<file path="src/rtl/card_dealer_pkg.sv">
// Shared types, sizes and card-index helpers for the card dealer.
package card_dealer_pkg;

    localparam int unsigned NUM_RANKS  = 13;
    localparam int unsigned DECK_SIZE  = 52;
    localparam int unsigned CARD_IDX_W = 6;
    localparam int unsigned SUIT_W     = 2;
    localparam int unsigned RANK_W     = 4;
    localparam int unsigned COUNT_W    = 6;

    localparam logic [SUIT_W-1:0] SUIT_DIAMOND = 2'd0;
    localparam logic [SUIT_W-1:0] SUIT_CLUB    = 2'd1;
    localparam logic [SUIT_W-1:0] SUIT_HEART   = 2'd2;
    localparam logic [SUIT_W-1:0] SUIT_SPADE   = 2'd3;

    // State encoding
    localparam logic [1:0] ST_IDLE_ENC = 2'd0;
    localparam logic [1:0] ST_DRAW_ENC = 2'd1;
    localparam logic [1:0] ST_SCAN_ENC = 2'd2;

    typedef enum logic [1:0] {
        IDLE = ST_IDLE_ENC,
        DRAW = ST_DRAW_ENC,
        SCAN = ST_SCAN_ENC
    } state_e;

    typedef struct packed {
        logic [SUIT_W-1:0] suit;
        logic [RANK_W-1:0] rank;
    } card_t;

    // Rank 1..13 is a real card; 0, 14 and 15 are RNG garbage.
    function automatic logic rank_valid(input logic [RANK_W-1:0] rank);
        return (rank >= RANK_W'(1)) && (rank <= RANK_W'(NUM_RANKS));
    endfunction

    // idx = suit*13 + (rank-1); only meaningful when rank_valid(rank).
    function automatic logic [CARD_IDX_W-1:0] card_idx(input logic [SUIT_W-1:0] suit,
                                                       input logic [RANK_W-1:0] rank);
        return CARD_IDX_W'(suit) * CARD_IDX_W'(NUM_RANKS) + CARD_IDX_W'(rank) - CARD_IDX_W'(1);
    endfunction

    // Inverse of card_idx for idx 0..51.
    function automatic card_t idx_to_card(input logic [CARD_IDX_W-1:0] idx);
        card_t c;
        c.suit = SUIT_W'(idx / CARD_IDX_W'(NUM_RANKS));
        c.rank = RANK_W'(idx % CARD_IDX_W'(NUM_RANKS)) + RANK_W'(1);
        return c;
    endfunction

endpackage

</file>
<file path="src/rtl/card_dealer_if.sv">
// Deal handshake between the game FSM (master) and the card dealer (slave).
//  deal_req   master->slave  request one card
//  deal_ready slave->master  dealer idle, request will be accepted
//  card_valid slave->master  one-cycle pulse, card_suit/card_rank valid
//  card_suit  slave->master  suit of last dealt card
//  card_rank  slave->master  rank of last dealt card
//  deal_err   slave->master  one-cycle pulse, request hit an empty deck
interface card_dealer_if;
    logic                               deal_req;
    logic                               deal_ready;
    logic                               card_valid;
    logic [card_dealer_pkg::SUIT_W-1:0] card_suit;
    logic [card_dealer_pkg::RANK_W-1:0] card_rank;
    logic                               deal_err;

    modport master (
        output deal_req,
        input  deal_ready, card_valid, card_suit, card_rank, deal_err
    );

    modport slave (
        input  deal_req,
        output deal_ready, card_valid, card_suit, card_rank, deal_err
    );
endinterface

</file>
<file path="src/rtl/card_dealer_deck_bitmap.sv">
// Used-card bitmap with undealt-card counter.
//  clk, rst_n    clock, synchronous active-low reset
//  clear         new deck: every card free again
//  set, set_idx  mark card set_idx as dealt
//  query_idx     card to test; query_used_c is its used bit (out-of-range reads as used)
//  cards_left    undealt cards 0..52
//  deck_empty    registered cards_left==0
module card_dealer_deck_bitmap
    import card_dealer_pkg::*;
(
    input  logic                  clk,
    input  logic                  rst_n,
    input  logic                  clear,
    input  logic                  set,
    input  logic [CARD_IDX_W-1:0] set_idx,
    input  logic [CARD_IDX_W-1:0] query_idx,
    output logic                  query_used_c,
    output logic [COUNT_W-1:0]    cards_left,
    output logic                  deck_empty
);

    logic [DECK_SIZE-1:0] used;

    // Indices 52..63 do not exist, so never report them as free.
    always_comb begin
        query_used_c = 1'b1;
        if (query_idx < CARD_IDX_W'(DECK_SIZE)) begin
            query_used_c = used[query_idx];
        end
    end

    // Bitmap and counter move together so cards_left always equals the free-bit count.
    always_ff @(posedge clk) begin
        if (!rst_n || clear) begin
            used       <= '0;
            cards_left <= COUNT_W'(DECK_SIZE);
            deck_empty <= 1'b0;
        end else if (set && (set_idx < CARD_IDX_W'(DECK_SIZE)) && !used[set_idx]
                     && (cards_left != '0)) begin
            used[set_idx] <= 1'b1;
            cards_left    <= cards_left - COUNT_W'(1);
            deck_empty    <= (cards_left == COUNT_W'(1));
        end
    end

endmodule

</file>
<file path="src/rtl/card_dealer.sv">
// Deals unique cards from one 52-card deck using free-running suit/rank RNGs.
// Random draws are tried MAX_RETRY times, then a wrap-around scan guarantees completion.
//  clk, rst_n         clock, synchronous active-low reset
//  new_deck           clear deck and abort any in-flight deal
//  rng_suit, rng_rank RNG outputs sampled every DRAW cycle
//  bus                deal handshake (slave side)
//  cards_left         undealt cards 0..52
//  deck_empty         registered cards_left==0
module card_dealer
    import card_dealer_pkg::*;
#(
    parameter int unsigned MAX_RETRY = 8
) (
    input  logic               clk,
    input  logic               rst_n,
    input  logic               new_deck,
    input  logic [SUIT_W-1:0]  rng_suit,
    input  logic [RANK_W-1:0]  rng_rank,
    card_dealer_if.slave       bus,
    output logic [COUNT_W-1:0] cards_left,
    output logic               deck_empty
);

    localparam int unsigned RETRY_W = (MAX_RETRY > 1) ? $clog2(MAX_RETRY) : 1;

    state_e                state;
    logic [RETRY_W-1:0]    retry;
    logic [CARD_IDX_W-1:0] scan_idx;
    card_t                 card_q;
    logic                  card_valid_q;
    logic                  deal_err_q;

    logic                  draw_valid_c;
    logic [CARD_IDX_W-1:0] draw_idx_c;
    logic [CARD_IDX_W-1:0] query_idx_c;
    logic                  query_used_c;
    logic                  hit_c;
    logic                  issue_c;

    // Candidate card for this cycle: RNG in DRAW, scan pointer in SCAN.
    always_comb begin
        draw_valid_c = rank_valid(rng_rank);
        draw_idx_c   = card_idx(rng_suit, rng_rank);
        query_idx_c  = (state == SCAN) ? scan_idx : draw_idx_c;
        hit_c        = 1'b0;
        if (state == DRAW) begin
            hit_c = draw_valid_c && !query_used_c;
        end else if (state == SCAN) begin
            hit_c = !query_used_c;
        end
        // new_deck wins: the card is dropped and never marked used.
        issue_c = hit_c && !new_deck;
    end

    card_dealer_deck_bitmap u_bitmap (
        .clk          (clk),
        .rst_n        (rst_n),
        .clear        (new_deck),
        .set          (issue_c),
        .set_idx      (query_idx_c),
        .query_idx    (query_idx_c),
        .query_used_c (query_used_c),
        .cards_left   (cards_left),
        .deck_empty   (deck_empty)
    );

    // Deal FSM with registered card, valid and error outputs.
    always_ff @(posedge clk) begin
        if (!rst_n) begin
            state        <= IDLE;
            retry        <= '0;
            scan_idx     <= '0;
            card_q       <= '0;
            card_valid_q <= 1'b0;
            deal_err_q   <= 1'b0;
        end else begin
            card_valid_q <= 1'b0;
            deal_err_q   <= 1'b0;
            if (new_deck) begin
                state <= IDLE;
                retry <= '0;
            end else begin
                case (state)
                    IDLE: begin
                        if (bus.deal_req) begin
                            if (deck_empty) begin
                                deal_err_q <= 1'b1;
                            end else begin
                                state <= DRAW;
                                retry <= '0;
                            end
                        end
                    end
                    DRAW: begin
                        if (hit_c) begin
                            card_q       <= '{suit: rng_suit, rank: rng_rank};
                            card_valid_q <= 1'b1;
                            state        <= IDLE;
                        end else if (retry == RETRY_W'(MAX_RETRY - 1)) begin
                            // Out of random attempts; scan from the last draw if it named a card.
                            state    <= SCAN;
                            scan_idx <= draw_valid_c ? draw_idx_c : '0;
                        end else begin
                            retry <= retry + RETRY_W'(1);
                        end
                    end
                    SCAN: begin
                        if (hit_c) begin
                            card_q       <= idx_to_card(scan_idx);
                            card_valid_q <= 1'b1;
                            state        <= IDLE;
                        end else if (scan_idx == CARD_IDX_W'(DECK_SIZE - 1)) begin
                            scan_idx <= '0;
                        end else begin
                            scan_idx <= scan_idx + CARD_IDX_W'(1);
                        end
                    end
                    default: state <= IDLE;
                endcase
            end
        end
    end

    assign bus.deal_ready = (state == IDLE);
    assign bus.card_valid = card_valid_q;
    assign bus.card_suit  = card_q.suit;
    assign bus.card_rank  = card_q.rank;
    assign bus.deal_err   = deal_err_q;

endmodule
</file>
<file path="src/flat_wrapper.sv">
// flat-port wrapper written by rule: the top's interface ports become plain ports
module card_dealer_flat import card_dealer_pkg::*;
#(
    parameter int unsigned MAX_RETRY = 8
)
  (clk, rst_n, new_deck, rng_suit, rng_rank, cards_left, deck_empty, bus_deal_req, bus_deal_ready, bus_card_valid, bus_card_suit, bus_card_rank, bus_deal_err);
  card_dealer_if bus_i ();
  input  logic clk;
  input  logic rst_n;
  input  logic new_deck;
  input  logic [SUIT_W-1:0] rng_suit;
  input  logic [RANK_W-1:0] rng_rank;
  output logic [COUNT_W-1:0] cards_left;
  output logic deck_empty;
  input wire logic [$bits(bus_i.deal_req)-1:0] bus_deal_req;
  output wire logic [$bits(bus_i.deal_ready)-1:0] bus_deal_ready;
  output wire logic [$bits(bus_i.card_valid)-1:0] bus_card_valid;
  output wire logic [$bits(bus_i.card_suit)-1:0] bus_card_suit;
  output wire logic [$bits(bus_i.card_rank)-1:0] bus_card_rank;
  output wire logic [$bits(bus_i.deal_err)-1:0] bus_deal_err;
  assign bus_i.deal_req = bus_deal_req;
  assign bus_deal_ready = bus_i.deal_ready;
  assign bus_card_valid = bus_i.card_valid;
  assign bus_card_suit = bus_i.card_suit;
  assign bus_card_rank = bus_i.card_rank;
  assign bus_deal_err = bus_i.deal_err;
  card_dealer #(.MAX_RETRY(MAX_RETRY)) u_core (.clk(clk), .rst_n(rst_n), .new_deck(new_deck), .rng_suit(rng_suit), .rng_rank(rng_rank), .bus(bus_i), .cards_left(cards_left), .deck_empty(deck_empty));
endmodule
</file>
<file path="config.mk">
export PLATFORM = sky130hd
export DESIGN_NAME = card_dealer_flat
export DESIGN_NICKNAME = d
export VERILOG_FILES = /design/src/rtl/card_dealer_pkg.sv /design/src/rtl/card_dealer_if.sv /design/src/rtl/card_dealer_deck_bitmap.sv /design/src/rtl/card_dealer.sv /design/src/flat_wrapper.sv
export SDC_FILE = /design/constraint.sdc
export NUM_CORES = 1
export LEC_CHECK = 0
export ABC_AREA = 1
export CORE_ASPECT_RATIO = 1.2
export CORE_UTILIZATION = 54
export DETAILED_ROUTE_END_ITERATION = 10
export PLACE_DENSITY = 0.8
export SKIP_LAST_GASP = 1
export SLEW_MARGIN = 20
export SYNTH_ARGS = -nofsm -noshare
export SYNTH_HDL_FRONTEND = slang
export SYNTH_SLANG_ARGS = --single-unit
</file>
<file path="constraint.sdc">
create_clock -name clk -period 11.08 [get_ports clk]
set_input_delay 1.662 -clock clk [delete_from_list [all_inputs] [get_ports clk]]
set_output_delay 1.662 -clock clk [all_outputs]
set_load 0.005 [all_outputs]
</file>
==> impl_metrics.toml <==
[setup_path]
cp_slowest_cell = "buf_4"
required_ns = 11.30
rr_startpoint = "u_core.state[0]"
r2r_end = "u_core.bus.card_rank[2]"
endpoint_kind = "register"
path_class = "in2reg"
reg2reg_depth = 20
crit_chain = "clkdlybuf4s50_1, inv_1, fa_1, inv_1, ha_1, inv_1, fa_1, o21ai_2, inv_1, nand3_2, nor2_1, a21oi_1, nand4_1, nand2_1, nand2_1, nor2_1, nand3_1, nand2_1, nand2_2, nor2_4, buf_4, o21ai_0, nor2_1, nor2_1"
r2r_slack_ns = 6.69
critPathLaunchType = "input pin"
cpPeakStageDelay_ns = 0.63
critPathMaxFanout = 66
arrival_ns = 6.64

[route]
met1_length_mm = 5.23
drc = 0
wl_met3_um = 771
ant_nets = 0
drt_iter0_markers = 362
wl_mm = 12.9
top_layer_used = "met4"
wl_per_cell_um = 13.9
dr.pass1.iters = 5
num_vias = 5134
wl_met2_mm = 6.50
viasPerCell = 5.53

[power]
switching_power_mw = 0.276
leakage_nw = 2.23
pwr-share-clk_pct = 40.0
power.density_nw_per_um2 = 144
pwr-share-comb_pct = 25.3
p_total_mw = 0.842
switching_share_pct = 32.8
seqPwrFrac_pct = 34.7
irDropWorstVdd_mv = 0.108
p_int_mw = 0.566

[floorplanning]
placementRows = 39
die-area_sq_um = 10200
die_y_um = 110
coreArea_sq_um = 9520
die_x_um = 92.3
io_pins = 26
start_util_pct = 55.6

[layout]
num_antenna_cells = 0
drive_above_1_share_pct = 9.81
nFillCells = 862
area_growth_pct = 10.6
stdcell_count = 928
nNetsFinal = 839

[clock_tree]
clock_latency_ns = 0.33
cts.clk_slew.worst_paths_ns = 0.06
post-cts-setup-buffers = 0
tritoncts = "yes"
numCtsBuffers = 9
cts_resized = 0
hold_buffers = 0
clock_sink_count = 78
htreeDepth = 3
cts_root_buffer = "clkbuf_16"
clock_path_buffers = 2

[hold_path]
hold_end = "u_core.u_bitmap.used[25]"
hold_path.class = "reg2reg"
min_from = "u_core.u_bitmap.used[25]"
worstHoldPathCells = 2

[sta]
max_freq_mhz = 156
rsz0062_at_grt = "no"
finalSetupTns_ns = 0
setup_ws_ns = 4.66
setup_viol = 0
post-route-period-util_pct = 57.9
hold_viol = 0
finClkSkew_ns = 0.00467
worst_pin_slew_ns = 0.850
max_slew_margin_pct = 43.0
final_max_slew_viol_count = 0
period_needed_ns = 6.42

[yosys]
synth_nets = 831
syn_area_per_cell_sq_um = 6.67
yosysSeqAreaShare_pct = 29.5
synth_area_sq_um = 5290
ys_warn_count = 0
synthCells = 792
synth_cell_type_count = 40
ys_seq_elements = 78

[outcome]
status = "finished, final reports clean"

[global_routing]
grt_pass1_wl_mm = 21.5
overflow = 0
track_usage_pct = 26.2
grt_max_degree = 67
antenna_found_initial = 0
grt_pass1_vias = 4908

[place]
pre_cts_ws_ns = 4.31
dp.cells = 912
io_buffers = 25
hpwl_mm = 8.96
gp_congestion = 0.930

[flow_run]
maxCapViolations = 0
==> through the flow <==
step	hold WS (ns)	instance area (sq um)	utilization [%]
floorplan	0.430	5290	-
global placement	0.436	5510	57.9
detailed placement	0.443	5510	57.9
CTS	0.452	5850	61.4
global route	0.464	5850	61.4
finish	0.450	5850	61.4
==> cells by family (layout without fill, tap and decap cells) <==
kind of cell | count (synthesis) | count (layout) | share of synthesized area, %
simple gates | 399 | 399 | 35.1
buf+inv | 143 | 156 | 12.0
compound gates | 133 | 133 | 14.4
flops | 78 | 78 | 29.5
fa+ha+maj | 29 | 29 | 7.29
xor+xnor | 10 | 10 | 1.66
==> worst max path at each step <==
stage,from,endpoint,cells after the start,slack [ns]
2_1_floorplan,rng_suit[0],u_core.u_bitmap.used[10],23,6.27
3_3_place_gp,rng_suit[0],u_core.bus.card_rank[2],24,4.54
3_5_place_dp,rng_suit[0],u_core.bus.card_rank[2],24,4.31
4_1_cts,rng_suit[0],u_core.bus.card_rank[2],24,4.64
5_1_grt,rng_suit[0],u_core.bus.card_rank[2],24,4.15
6_report,rng_suit[0],u_core.bus.card_rank[2],24,4.66
==> area by class of cell <==
cell class	count	area, sq um	share of cell area (%)
repair buffers	28	273	4.67
well taps	123	154	2.63
inverters	112	425	7.28
clock inverters	5	106	1.82
flip-flops and latches	78	1560	26.7
clock buffers	11	233	3.98
multi-input cells	571	3090	52.9
==> registers in the layout, summed over array words and instances (netlist names) <==
register / count
u_core.bus.card_rank: 4
u_core.bus.card_suit: 2
u_core.bus.card_valid: 1
u_core.bus.deal_err: 1
u_core.retry: 3
u_core.scan_idx: 6
u_core.state: 2
u_core.u_bitmap.cards_left: 6
u_core.u_bitmap.deck_empty: 1
u_core.u_bitmap.used: 52
==> Yosys cell counts <==
| master | n | share of area (%) |
|---|---|---|
| nand4_1 | 5 | 0.59 |
| buf_2 | 10 | 0.95 |
| xor2_1 | 5 | 0.83 |
| fa_1 | 3 | 1.1 |
| o21ai_2 | 1 | 0.17 |
| buf_6 | 4 | 0.85 |
| nand3b_1 | 2 | 0.28 |
| inv_1 | 106 | 7.5 |
| and2_1 | 1 | 0.12 |
| o22ai_1 | 2 | 0.24 |
| o21ai_4 | 1 | 0.31 |
| a21oi_2 | 16 | 2.7 |
| clkbuf_1 | 8 | 0.57 |
| o21ai_1 | 3 | 0.28 |
| nor2_2 | 1 | 0.12 |
| nand2_4 | 2 | 0.43 |
| clkinv_1 | 1 | 0.071 |
| ha_1 | 26 | 6.2 |
| nor3_1 | 5 | 0.47 |
| buf_8 | 3 | 0.85 |
| dfxtp_1 | 78 | 30 |
| nand2_2 | 2 | 0.24 |
| and3_1 | 1 | 0.12 |
| o2bb2ai_1 | 1 | 0.17 |
| a21boi_1 | 1 | 0.14 |
| o21ai_0 | 43 | 4.1 |
| inv_2 | 3 | 0.21 |
| inv_4 | 2 | 0.24 |
| nor2_1 | 98 | 7.0 |
| o211ai_1 | 2 | 0.28 |
| nand3_2 | 32 | 6.1 |
| nor2_4 | 1 | 0.21 |
| nand2_1 | 174 | 12 |
| a21oi_1 | 61 | 5.8 |
| xnor2_1 | 5 | 0.83 |
| nand3_1 | 75 | 7.1 |
| a32o_1 | 1 | 0.19 |
| buf_1 | 1 | 0.071 |
| o31ai_1 | 1 | 0.14 |
| buf_4 | 5 | 0.71 |
==> cells in the final DEF (no fill, tap or decap), types with 2 or more instances in the layout <==
cell type / n
nand2_1: 174
inv_1: 106
nor2_1: 98
dfxtp_1: 78
nand3_1: 74
a21oi_1: 61
o21ai_0: 43
nand3_2: 33
ha_1: 26
clkdlybuf4s50_1: 25
a21oi_2: 16
clkbuf_16: 9
xnor2_1: 5
xor2_1: 5
nand4_1: 5
nor3_1: 5
inv_2: 3
o21ai_1: 3
fa_1: 3
bufinv_16: 3
buf_4: 3
o211ai_1: 2
nand3b_1: 2
inv_4: 2
nand2_4: 2
nand2_2: 2
o22ai_1: 2
clkbuf_1: 2
==> routing by layer <==
layer | global-route usage (%) | vias up
met4 | 12.5 | 0
met5 | 0 | -
met2 | 47.9 | 185
met1 | 29.2 | 2360
li1 | - | 2545
met3 | 5.14 | 44
==> critical path: cells and delay by family <==
family	cells	cell delay, ns
compound gates	3	0.83
buf+inv	6	1.71
simple gates	12	1.21
fa+ha+maj	3	1.20
==> power by group through the flow <==
| stage | clock network [mW] | registers, mW | logic (mW) |
|---|---|---|---|
| finish | 0.337 | 0.293 | 0.213 |
| CTS | 0.339 | 0.292 | 0.211 |
| detailed placement | 0 | 0.298 | 0.207 |
| global route | 0.352 | 0.293 | 0.236 |
| floorplan | 0 | 0.297 | 0.162 |
| global placement | 0 | 0.298 | 0.201 |
Note: power is estimated with default switching activity, not from simulation.
